## src/rtl/knockback_profile_ctrl_pkg.sv

```systemverilog
// Shared types and default constants for the knockback profile controller.
package knockback_pkg;

  typedef enum logic [1:0] {
    ST_IDLE,
    ST_ACTIVE,
    ST_COOLDOWN
  } kb_state_e;

  localparam int DEF_NUM_CH      = 2;
  localparam int DEF_NUM_STEPS   = 3;
  localparam int DEF_HOLD_CYCLES = 2;
  localparam int DEF_V0          = 7;
  localparam int DEF_DV          = 2;
  localparam int DEF_VEL_W       = 10;
  localparam int DEF_COOLDOWN    = 0;
  localparam int DEF_RETRIGGER   = 0;

  // Counter width able to hold 0..n-1, never narrower than one bit.
  function automatic int cnt_w(input int n);
    return (n > 1) ? $clog2(n) : 1;
  endfunction

endpackage

```

## src/rtl/knockback_profile_ctrl_if.sv

```systemverilog
// Hit request / velocity bundle between the game logic and the controller.
interface knockback_profile_ctrl_if
  import knockback_pkg::*;
#(
  parameter int NUM_CH = DEF_NUM_CH,
  parameter int VEL_W  = DEF_VEL_W
);

  logic [NUM_CH-1:0]       Punch;
  logic [NUM_CH-1:0]       Dir;
  logic [NUM_CH*VEL_W-1:0] Ball_X_Motion;
  logic [NUM_CH-1:0]       Busy;
  logic [NUM_CH-1:0]       Done;

  modport master (
    output Punch,
    output Dir,
    input  Ball_X_Motion,
    input  Busy,
    input  Done
  );

  modport slave (
    input  Punch,
    input  Dir,
    output Ball_X_Motion,
    output Busy,
    output Done
  );

endinterface

```

## src/rtl/knockback_profile_ctrl_chan.sv

```systemverilog
// One knockback channel: IDLE -> ACTIVE (stepped decaying velocity) -> optional COOLDOWN.
module knockback_chan
  import knockback_pkg::*;
#(
  parameter int NUM_STEPS   = DEF_NUM_STEPS,
  parameter int HOLD_CYCLES = DEF_HOLD_CYCLES,
  parameter int V0          = DEF_V0,
  parameter int DV          = DEF_DV,
  parameter int VEL_W       = DEF_VEL_W,
  parameter int COOLDOWN    = DEF_COOLDOWN,
  parameter int RETRIGGER   = DEF_RETRIGGER
) (
  input  logic                    clk_i,
  input  logic                    rst_ni,
  input  logic                    punch_i,
  input  logic                    dir_i,
  output logic signed [VEL_W-1:0] vel_o,
  output logic                    busy_o,
  output logic                    done_o
);

  localparam int STEP_W = cnt_w(NUM_STEPS);
  localparam int HOLD_W = cnt_w(HOLD_CYCLES);
  localparam int COOL_W = cnt_w(COOLDOWN);

  localparam logic [STEP_W-1:0] STEP_LAST = STEP_W'(NUM_STEPS - 1);
  localparam logic [HOLD_W-1:0] HOLD_LAST = HOLD_W'(HOLD_CYCLES - 1);
  localparam logic [COOL_W-1:0] COOL_LAST = COOL_W'((COOLDOWN > 0) ? COOLDOWN - 1 : 0);
  localparam logic [31:0]       V0_U      = 32'(V0);
  localparam logic [31:0]       DV_U      = 32'(DV);

  kb_state_e         state_q, state_d;
  logic [STEP_W-1:0] step_q, step_d;
  logic [HOLD_W-1:0] hold_q, hold_d;
  logic [COOL_W-1:0] cool_q, cool_d;
  logic              dir_q, dir_d;
  logic [31:0]       decrAmt;
  logic [VEL_W-1:0]  mag;

  // State and counters; reset aborts any profile in flight.
  always_ff @(posedge clk_i or negedge rst_ni) begin
    if (!rst_ni) begin
      state_q <= ST_IDLE;
      step_q  <= '0;
      hold_q  <= '0;
      cool_q  <= '0;
      dir_q   <= 1'b0;
    end else begin
      state_q <= state_d;
      step_q  <= step_d;
      hold_q  <= hold_d;
      cool_q  <= cool_d;
      dir_q   <= dir_d;
    end
  end

  // Next-state sequencing and the completion pulse on the last held step.
  always_comb begin
    state_d = state_q;
    step_d  = step_q;
    hold_d  = hold_q;
    cool_d  = cool_q;
    dir_d   = dir_q;
    done_o  = 1'b0;
    case (state_q)
      ST_IDLE: begin
        if (punch_i) begin
          state_d = ST_ACTIVE;
          step_d  = '0;
          hold_d  = '0;
          dir_d   = dir_i;
        end
      end
      ST_ACTIVE: begin
        if ((RETRIGGER != 0) && punch_i) begin
          step_d = '0;
          hold_d = '0;
          dir_d  = dir_i;
        end else if (hold_q == HOLD_LAST) begin
          hold_d = '0;
          if (step_q == STEP_LAST) begin
            done_o = 1'b1;
            step_d = '0;
            if (COOLDOWN > 0) begin
              state_d = ST_COOLDOWN;
              cool_d  = '0;
            end else begin
              state_d = ST_IDLE;
            end
          end else begin
            step_d = step_q + 1'b1;
          end
        end else begin
          hold_d = hold_q + 1'b1;
        end
      end
      ST_COOLDOWN: begin
        if (cool_q == COOL_LAST) begin
          state_d = ST_IDLE;
          cool_d  = '0;
        end else begin
          cool_d = cool_q + 1'b1;
        end
      end
      default: state_d = ST_IDLE;
    endcase
  end

  // Velocity comes purely from registered state: saturating decay, signed by latched dir.
  always_comb begin
    decrAmt = {{(32-STEP_W){1'b0}}, step_q} * DV_U;
    mag     = '0;
    vel_o   = '0;
    busy_o  = (state_q != ST_IDLE);
    if (decrAmt < V0_U) begin
      mag = VEL_W'(V0_U - decrAmt);
    end
    if (state_q == ST_ACTIVE) begin
      vel_o = dir_q ? -mag : mag;
    end
  end

endmodule

```

## src/rtl/knockback_profile_ctrl.sv

```systemverilog
// Top level: NUM_CH independent knockback channels packed onto one bus.
module knockback_profile_ctrl
  import knockback_pkg::*;
#(
  parameter int NUM_CH      = DEF_NUM_CH,
  parameter int NUM_STEPS   = DEF_NUM_STEPS,
  parameter int HOLD_CYCLES = DEF_HOLD_CYCLES,
  parameter int V0          = DEF_V0,
  parameter int DV          = DEF_DV,
  parameter int VEL_W       = DEF_VEL_W,
  parameter int COOLDOWN    = DEF_COOLDOWN,
  parameter int RETRIGGER   = DEF_RETRIGGER
) (
  input  logic                     clk,
  input  logic                     Reset_n,
  knockback_profile_ctrl_if.slave  bus
);

  if ((V0 >= 2**(VEL_W-1)) || (NUM_STEPS < 1) || (HOLD_CYCLES < 1)) begin : g_bad_params
    $error("knockback_profile_ctrl: V0 must fit signed VEL_W, NUM_STEPS and HOLD_CYCLES must be >= 1");
  end

  logic [NUM_CH*VEL_W-1:0] motionBus;
  logic [NUM_CH-1:0]       busyVec;
  logic [NUM_CH-1:0]       doneVec;

  for (genvar i = 0; i < NUM_CH; i++) begin : g_chan
    knockback_chan #(
      .NUM_STEPS   (NUM_STEPS),
      .HOLD_CYCLES (HOLD_CYCLES),
      .V0          (V0),
      .DV          (DV),
      .VEL_W       (VEL_W),
      .COOLDOWN    (COOLDOWN),
      .RETRIGGER   (RETRIGGER)
    ) u_chan (
      .clk_i   (clk),
      .rst_ni  (Reset_n),
      .punch_i (bus.Punch[i]),
      .dir_i   (bus.Dir[i]),
      .vel_o   (motionBus[i*VEL_W +: VEL_W]),
      .busy_o  (busyVec[i]),
      .done_o  (doneVec[i])
    );
  end

  assign bus.Ball_X_Motion = motionBus;
  assign bus.Busy          = busyVec;
  assign bus.Done          = doneVec;

endmodule

```

## src/flat_wrapper.sv

```systemverilog
// flat-port wrapper written by rule: the top's interface ports become plain ports
module knockback_profile_ctrl_flat import knockback_pkg::*;
#(
  parameter int NUM_CH      = DEF_NUM_CH,
  parameter int NUM_STEPS   = DEF_NUM_STEPS,
  parameter int HOLD_CYCLES = DEF_HOLD_CYCLES,
  parameter int V0          = DEF_V0,
  parameter int DV          = DEF_DV,
  parameter int VEL_W       = DEF_VEL_W,
  parameter int COOLDOWN    = DEF_COOLDOWN,
  parameter int RETRIGGER   = DEF_RETRIGGER
)
  (clk, Reset_n, bus_Punch, bus_Dir, bus_Ball_X_Motion, bus_Busy, bus_Done);
  knockback_profile_ctrl_if #(.NUM_CH(NUM_CH), .VEL_W(VEL_W)) bus_i ();
  input  logic clk;
  input  logic Reset_n;
  input wire logic [$bits(bus_i.Punch)-1:0] bus_Punch;
  input wire logic [$bits(bus_i.Dir)-1:0] bus_Dir;
  output wire logic [$bits(bus_i.Ball_X_Motion)-1:0] bus_Ball_X_Motion;
  output wire logic [$bits(bus_i.Busy)-1:0] bus_Busy;
  output wire logic [$bits(bus_i.Done)-1:0] bus_Done;
  assign bus_i.Punch = bus_Punch;
  assign bus_i.Dir = bus_Dir;
  assign bus_Ball_X_Motion = bus_i.Ball_X_Motion;
  assign bus_Busy = bus_i.Busy;
  assign bus_Done = bus_i.Done;
  knockback_profile_ctrl #(.NUM_CH(NUM_CH), .NUM_STEPS(NUM_STEPS), .HOLD_CYCLES(HOLD_CYCLES), .V0(V0), .DV(DV), .VEL_W(VEL_W), .COOLDOWN(COOLDOWN), .RETRIGGER(RETRIGGER)) u_core (.clk(clk), .Reset_n(Reset_n), .bus(bus_i));
endmodule
```

## config.mk

```make
export PLATFORM = sky130hd
export DESIGN_NAME = knockback_profile_ctrl_flat
export DESIGN_NICKNAME = d
export VERILOG_FILES = /design/src/rtl/knockback_profile_ctrl_pkg.sv /design/src/rtl/knockback_profile_ctrl_if.sv /design/src/rtl/knockback_profile_ctrl_chan.sv /design/src/rtl/knockback_profile_ctrl.sv /design/src/flat_wrapper.sv
export SDC_FILE = /design/constraint.sdc
export NUM_CORES = 1
export LEC_CHECK = 0
export BUFFER_PORTS_ARGS = -buffer_cell sky130_fd_sc_hd__buf_2
export CAP_MARGIN = 5
export CORE_UTILIZATION = 45
export DETAILED_ROUTE_END_ITERATION = 12
export MAX_ROUTING_LAYER = met4
export PLACE_DENSITY = 0.74
export SLEW_MARGIN = 20
export SYNTH_ARGS = -nofsm -noshare
export SYNTH_HDL_FRONTEND = slang
export SYNTH_SLANG_ARGS = --single-unit
```

## constraint.sdc

```tcl
create_clock -name clk -period 1.2 [get_ports clk]
set_input_delay 0 -clock clk [delete_from_list [all_inputs] [get_ports clk]]
set_output_delay 0 -clock clk [all_outputs]
set_load 0.02 [all_outputs]
```

### Yosys cells after proc, flatten, opt, wreduce, memory -nomap -nowiden

Index checks and enable logic that the tools add are counted.

* bitwise logic cells: 0
* $mul: 0
* divide/modulo/power cells: 0
* reductions and logical operators: 14
* add/sub/neg operators: 10
* mux-type cells: 38
* eq/ne operators: 14
* magnitude comparators: 2
* shift operators: 0

Operator list (number)
* $mux W10: 6
* $mux W2: 14
* $neg A10 Y10: 2
* $ne A2 B2 Y1 const B: 8
* $mux W1: 12
* $pmux W2 S3: 2
* $eq A2 B2 Y1 const B: 4
* $pmux W2 S2: 2
* $reduce_and A2 Y1: 4
* $reduce_and A4 Y1: 2
* $reduce_bool A2 Y1: 4
* $sub A3 B3 Y4 const A: 2
* $lt A3 B3 Y1 const B: 2
* $reduce_and A3 Y1: 2
* $add A1 B1 Y1 const B: 4
* $add A2 B1 Y2 const B: 2
* $eq A2 B1 Y1 const B: 2
* $logic_not A2 Y1: 2
* $pmux W1 S2: 2

* memory bits (writable): 0
* register bits: 14
* memories: 0
* latch bits: 0
* bits in read-only memories: 0
* output and inout bits: 24

### Logic depth before layout (Yosys ltp)

Gate-level depths: netlist of run 1.

* word-level depth: 5
* mapped depth: 3
* gate-level depth less buffers: 2

### Modules after synthesis

A second synthesis of run 1 with hierarchy kept.

* cell total of the unflattened synthesis: 58
* area, all modules: 670.6 µm²

Modules (own cells, without submodules)
* knockback_chan: cells an instance 29, area each 335.3 µm², instances 2, seq. area each 125.1 µm²

### Worst setup path after synthesis of run 1

No wires, ideal clock.

* kind: register -> register
* from: register u_core.g_chan[0].u_chan.state_q[0]
* to: register u_core.g_chan[0].u_chan.dir_q
* clock period less this slack: 1.030 ns
* path slack: 0.170 ns
* buffers on the path: 0
* required time: 1.075 ns
* cell stages (with the launch flop): 3
* library setup time: 0.125 ns
* arrival: 0.905 ns
* path through: dfrtp_1 and2b_2 mux2_4

* cells in the longest elaborated chain, start to end: 2

Ends and longest elaborated chain
* from (decl): RTL line knockback_profile_ctrl_chan.sv:32 `kb_state_e state_q, state_d;`
* from (signal assigned): RTL line knockback_profile_ctrl_chan.sv:49 `state_q <= state_d;`
* $logic_not A2 Y1: RTL line knockback_profile_ctrl_chan.sv:65 `case (state_q)`
* $reduce_and A2 Y1 (no line)
* to (signal assigned): RTL line knockback_profile_ctrl_chan.sv:53 `dir_q <= dir_d;`
* to (decl): RTL line knockback_profile_ctrl_chan.sv:36 `logic dir_q, dir_d;`

No other way between the ends.
A chain may end at the register's enable or synchronous reset.

### Final worst setup path of run 1

* from: register u_core.g_chan[0].u_chan.state_q[0]
* to: register u_core.g_chan[0].u_chan.step_q[0]

* cells in the longest elaborated chain, start to end: 3
* elaborated cells between the ends (all ways): 7

Ends and longest elaborated chain
* $eq A2 B1 Y1 / $logic_not A2 Y1 (equally long branches): RTL line knockback_profile_ctrl_chan.sv:65
* $ne A2 B2 Y1 (no line) / $reduce_bool A2 Y1 (equally long branches)
* $reduce_and A3 Y1 (no line)
* to (signal assigned): RTL line knockback_profile_ctrl_chan.sv:50 `step_q <= step_d;`
* to (decl): RTL line knockback_profile_ctrl_chan.sv:33 `logic [STEP_W-1:0] step_q, step_d;`

Parallel ways exist; a longest one is shown, timed or not.

==> impl_metrics.yaml, run 1 <==
yosys:
  syn_area_um2: 678
  netlist_instances: 65
  synth_fp_nets: 71
  yosys.cell_types.count: 21
  synth_area_per_cell_um2: 10.4
  ys_ff_latch: 10
  yosysSeqAreaShare_pct: 36.9
  yosysWarnings: 0
routing:
  num_vias: 506
  drtAntennaViolNets: 0
  drtIter0Drc: 11
  wl_um: 1280
  vias_per_cell: 4.73
  drcViolationCount: 0
  firstDrtPassIters: 4
  wl_per_cell_um: 11.9
cells_and_area:
  fin_util_pct: 63.6
  multi_input_area_um2: 275
  seq_area_um2: 255
  antenna_cells: 0
  final_nets: 99
  drive_gt1_share_pct: 62.0
  fill_cells: 109
  area_growth_pct: 26.6
worst_setup_path:
  endpoint_kind: "flip-flop"
  worstRegToRegCells: 4
  path_class: "reg -> reg"
  reg2reg_slack_ns: 0.04
  cp_cell_sequence: "buf_6, buf_4, or3b_1, nand3_1"
  crit_required_ns: 1.38
  rr_startpoint: "u_core.g_chan[0].u_chan.state_q[0]"
  startpoint: "u_core.g_chan[0].u_chan.state_q[0]"
  critPathMaxFanout: 8
  cp-start-kind: "flip-flop"
  r2r-end: "u_core.g_chan[0].u_chan.step_q[0]"
  arrival_ns: 1.35
  max_stage_delay_ns: 0.38
  slowest_stage: "dfrtp_1"
placed_design:
  hpwl_um: 823
  dp_slack_ns: 0.0979
  io_buffer_count: 29
  routabilityCongestion: 0.637
clock_tree:
  cts_buffers: 3
  htree_levels: 1
  cts_root_buffer: "clkbuf_4"
  cts_tree: "done"
  clock-sinks: 10
  clkLatencyLatePin_ns: 0.26
  clockBufferDepth: 2
  path_clk_slew_ns: 0.06
global_routing:
  grt_busiest_layer: "met2"
  grt-ovfl-total: 0
  grtUsageTotal_pct: 15.9
  first_global_vias: 383
  met3_usage_pct: 8.15
  use_met1_pct: 19.4
  use_met2_pct: 23.8
  antenna_found_initial: 0
  grt_pass1_wl_um: 1660
  grt_max_degree: 12
sta:
  fmax_mhz: 861
  fin_tns_setup_ns: 0
  tightest_slew_ns: 0.220
  setup_ws_ns: 0.0383
  drv_slew: 0
  period_share_pct: 96.8
  hold_ws_ns: 0.0162
  hold_viol: 0
  max_slew_margin_pct: 85.3
  clock_skew_ns: 0.00353
  rsz0062_at_grt: "yes"
  setup_viol: 0
  post-route-min-period_ns: 1.16
floorplanning:
  num_io_pins: 30
  core-area_um2: 1350
  die_y_um: 40.8
  die-area_um2: 1670
  initial_utilization_pct: 50.2
  num_rows: 13
  die_w_um: 40.8
job:
  max_cap_viol_count: 0
status:
  status: "finished, final reports clean"
hold_path:
  hold_path_class: "in -> reg"
  worstHoldEndpoint: "u_core.g_chan[0].u_chan.state_q[0]"
  min_from: "bus_Punch[0]"
  whs_path_depth: 3
critical path: cells and delay by family (launching register included):
kind,cells,cell delay [ns]
simple gates,2,0.44
flops,1,0.38
buf+inv,2,0.26
layout make-up:
| type | count | share of cell area (%) |
|---|---|---|
| clock buffer | 4 | 4.23 |
| inverter | 2 | 0.875 |
| multi-input combinational | 34 | 32.1 |
| timing repair buffer | 42 | 30.9 |
| sequential | 10 | 29.7 |
| tap | 15 | 2.19 |
cell usage after synthesis:
master      n  area [um^2]
and2b_2     1         8.76
o22ai_1     1         6.26
inv_1       2         7.51
dfrtp_1    10          250
buf_4      18          135
and2_2      3         22.5
nor2_1      4         15.0
and4b_1     1         10.0
nand3_1     2         10.0
nand3b_1    3         22.5
mux2_4      1         15.0
nand4b_1    1         8.76
or3b_1      2         17.5
mux2i_1     1         10.0
buf_6       1         11.3
mux2_2      4         45.0
nor2b_1     1         6.26
nand4bb_1   1         11.3
and2_1      3         18.8
and4b_2     1         11.3
xnor2_1     4         35.0
repair_timing:
action | CTS | global route
hold buffers | 4 | 0
gates cloned | 0 | 0
gates resized for setup | 3 | 6
buffers inserted | 3 | 5
endpoints found under the hold margin | 13 | 0
endpoints found under the setup margin | 9 | 18
per-layer routing:
metal | wire length, um | vias to the layer above
met2 | 677 | 20
li1 | - | 253
met1 | 538 | 233
met5 | 0 | -
met4 | 0 | 0
met3 | 61 | 0
registers in the layout, indices dropped and copies added (netlist names):
| name | cells |
|---|---|
| u_core.g_chan.u_chan.dir_q | 2 |
| u_core.g_chan.u_chan.hold_q | 2 |
| u_core.g_chan.u_chan.step_q | 4 |
| u_core.g_chan.u_chan.state_q | 2 |
worst max path at each step:
stage,to,slack [ns],cells past startpoint
global placement,u_core.g_chan[1].u_chan.dir_q,0.16,2
global route,bus_Ball_X_Motion[11],-0.02,3
finish,u_core.g_chan[0].u_chan.step_q[0],0.04,4
detailed placement,u_core.g_chan[1].u_chan.dir_q,0.1,2
CTS,bus_Done[0],0.009,3
floorplan,u_core.g_chan[0].u_chan.dir_q,0.17,2
kinds of logic after synthesis:
| logic type | synth area share, % |
|---|---|
| multiplexers | 10.3 |
| AND/OR/NAND/NOR | 24.0 |
| XOR/XNOR | 5.17 |
| AO/OA/AOI/OAI | 0.923 |
| flip-flops | 36.9 |
| buffers and inverters | 22.7 |
through the flow:
step                cells  cell area (um^2)
floorplan              65               678
global placement       91               703
detailed placement     91               703
CTS                   102               810
global route          107               858
finish                107               858
layout by cell type (no fill, tap or decap), drive strengths merged, types with 2 or more instances in the layout:
cell type	n
buf	38
or3b	2
dfrtp	10
nand3	2
inv	2
nand3b	3
xnor2	4
and4b	2
mux2	5
dlygate4sd3	4
nor2	4
and2	6
clkbuf	4
Power of run 1 is not shown: default switching activity piles up to over one toggle a cycle in this logic, so the estimate is an artifact.
==> run 2: changes to the inputs <==
- CORE_UTILIZATION: 45 -> 30
- PLACE_DENSITY: 0.74 -> 0.52
==> run 2 against run 1 <==
  * Hold slack gained 0.0015 ns
  * Sequential share of layout area grew 0.16 points
  * Critical path depth shrank 1
  * Die area grew 47%
==> impl_metrics.yaml, run 2 (same netlist as run 1, synthesis figures left out) <==
status:
  status: "finished, final reports clean"
placed_design:
  dp_cells: 103
  routabilityCongestion: 0.708
  io_buffer_count: 29
clock_tree:
  clockBufferDepth: 2
  cts_tree: "done"
  cts_buffers: 3
  path_clk_slew_ns: 0.06
  clkLatencyLatePin_ns: 0.26
  htree_levels: 1
  clock-sinks: 10
  cts_root_buffer: "clkbuf_4"
hold_path:
  worstHoldEndpoint: "u_core.g_chan[0].u_chan.state_q[0]"
  whs_path_depth: 3
  min_from: "bus_Punch[0]"
  hold_path_class: "in -> reg"
global_routing:
  first_global_vias: 416
  grtUsageTotal_pct: 9.71
  grt_max_degree: 12
  grt_busiest_layer: "met2"
  use_met2_pct: 15.3
  antenna_found_initial: 0
  grt_pass1_wl_um: 1760
  use_met1_pct: 11.4
  met3_usage_pct: 4.63
  grt-ovfl-total: 0
worst_setup_path:
  endpoint_kind: "output port"
  path_class: "reg -> out"
  arrival_ns: 1.16
  worstRegToRegCells: 3
  critPathMaxFanout: 4
  rr_startpoint: "u_core.g_chan[0].u_chan.state_q[0]"
  r2r-end: "u_core.g_chan[0].u_chan.step_q[0]"
  path_common_cell: "buf_6"
  reg2reg_slack_ns: 0.14
  cp_cell_sequence: "buf_6, and4b_2, buf_6"
  max_stage_delay_ns: 0.40
  cp-start-kind: "flip-flop"
  slowest_stage: "dfrtp_1"
  crit_required_ns: 1.20
routing:
  firstDrtPassIters: 3
  wl_um: 1170
  drtAntennaViolNets: 0
  vias_per_cell: 4.35
  drtIter0Drc: 6
  num_vias: 491
  drcViolationCount: 0
  wl_per_cell_um: 10.4
cells_and_area:
  area_growth_pct: 25.3
  mostFrequentLayoutCells: "buf_2, buf_4, dfrtp_1"
  antenna_cells: 0
  final_cells: 113
  final_nets: 94
  largest_reg_flops: 4
  fill_cells: 213
  drive_gt1_share_pct: 58.1
  top_register: "u_core.g_chan.u_chan.step_q"
  final_common_cell: "buf_2"
floorplanning:
  initial_utilization_pct: 33.2
  core-area_um2: 2040
  die-area_um2: 2450
  die_y_um: 49.5
  die_w_um: 49.5
  num_io_pins: 30
  num_rows: 16
sta:
  tightest_slew_ns: 0.242
  drv_slew: 0
  clock_skew_ns: 0.00330
  max_slew_margin_pct: 83.9
  fmax_mhz: 863
  period_share_pct: 96.6
  rsz0062_at_grt: "yes"
  setup_viol: 0
  hold_viol: 0
  post-route-min-period_ns: 1.16
job:
  max_cap_viol_count: 0
## run 2: cell types whose count changed in the layout (fill, tap and decap cells not counted)
cell / previous run / this run
buf_2: 27 / 19
clkbuf_8: 1 / 0
buf_4: 9 / 10
dfrtp_2: 4 / 3
and2_2: 4 / 3
buf_6: 2 / 4
dfrtp_1: 6 / 7
and2_4: 0 / 1
## run 2: worst max path at each step
stage	from	end	slack (ns)	cells past startpoint
after floorplan	u_core.g_chan[0].u_chan.state_q[0]	u_core.g_chan[0].u_chan.dir_q	0.17	2
after global placement	u_core.g_chan[0].u_chan.state_q[0]	u_core.g_chan[0].u_chan.dir_q	0.14	2
after detailed placement	u_core.g_chan[1].u_chan.state_q[0]	u_core.g_chan[1].u_chan.dir_q	0.12	2
after CTS	u_core.g_chan[0].u_chan.state_q[0]	bus_Done[0]	0.002	3
after global routing	u_core.g_chan[0].u_chan.state_q[0]	bus_Done[0]	-0.008	3
final	u_core.g_chan[0].u_chan.state_q[0]	bus_Done[0]	0.04	3
## run 2: worst max-delay path, delay by kind of cell, from the launching register on
family / cells / cell delay (ns)
flops: 1 / 0.40
buf+inv: 2 / 0.25
simple gates: 1 / 0.24
## run 2: cell type report
type | count | area [um^2] | area share (%)
Clock buffer | 3 | 22.5 | 2.65
Multi-Input combinational cell | 34 | 277 | 32.5
Tap cell | 27 | 33.8 | 3.98
Inverter | 2 | 7.51 | 0.884
Timing Repair Buffer | 37 | 255 | 30.0
Sequential cell | 10 | 254 | 29.9
## run 2: metal layers
metal / part of all wire (%) / vias to the layer above / wire, um
li1: - / 246 / -
met1: 43 / 225 / 505
met2: 50 / 18 / 591
met3: 5.8 / 2 / 68
met4: 0.51 / 0 / 6
met5: 0 / - / 0
## run 2: per-stage QoR
stage	util (%)	setup WS (ns)	cell area (um^2)	hold slack, ns	setup TNS, ns
final	41.6	0.0410	850	0.0177	0
after global routing	41.6	-0.00778	850	0.0514	-0.00778
after CTS	39.2	0.00175	800	0.00608	0
after detailed placement	35.2	0.123	718	-0.120	0
after global placement	35.2	0.144	718	-0.121	0
after floorplan	-	0.170	678	-0.296	0
## run 2: repair_timing
action | in CTS | in global routing
endpoints found under the setup margin | 8 | 19
hold endpoints to repair | 13 | 0
hold buffers | 4 | 0
gates resized for setup | 4 | 15
buffers inserted | 1 | 2
pin swaps | 0 | 2
Power of run 2 is left out for the same reason.
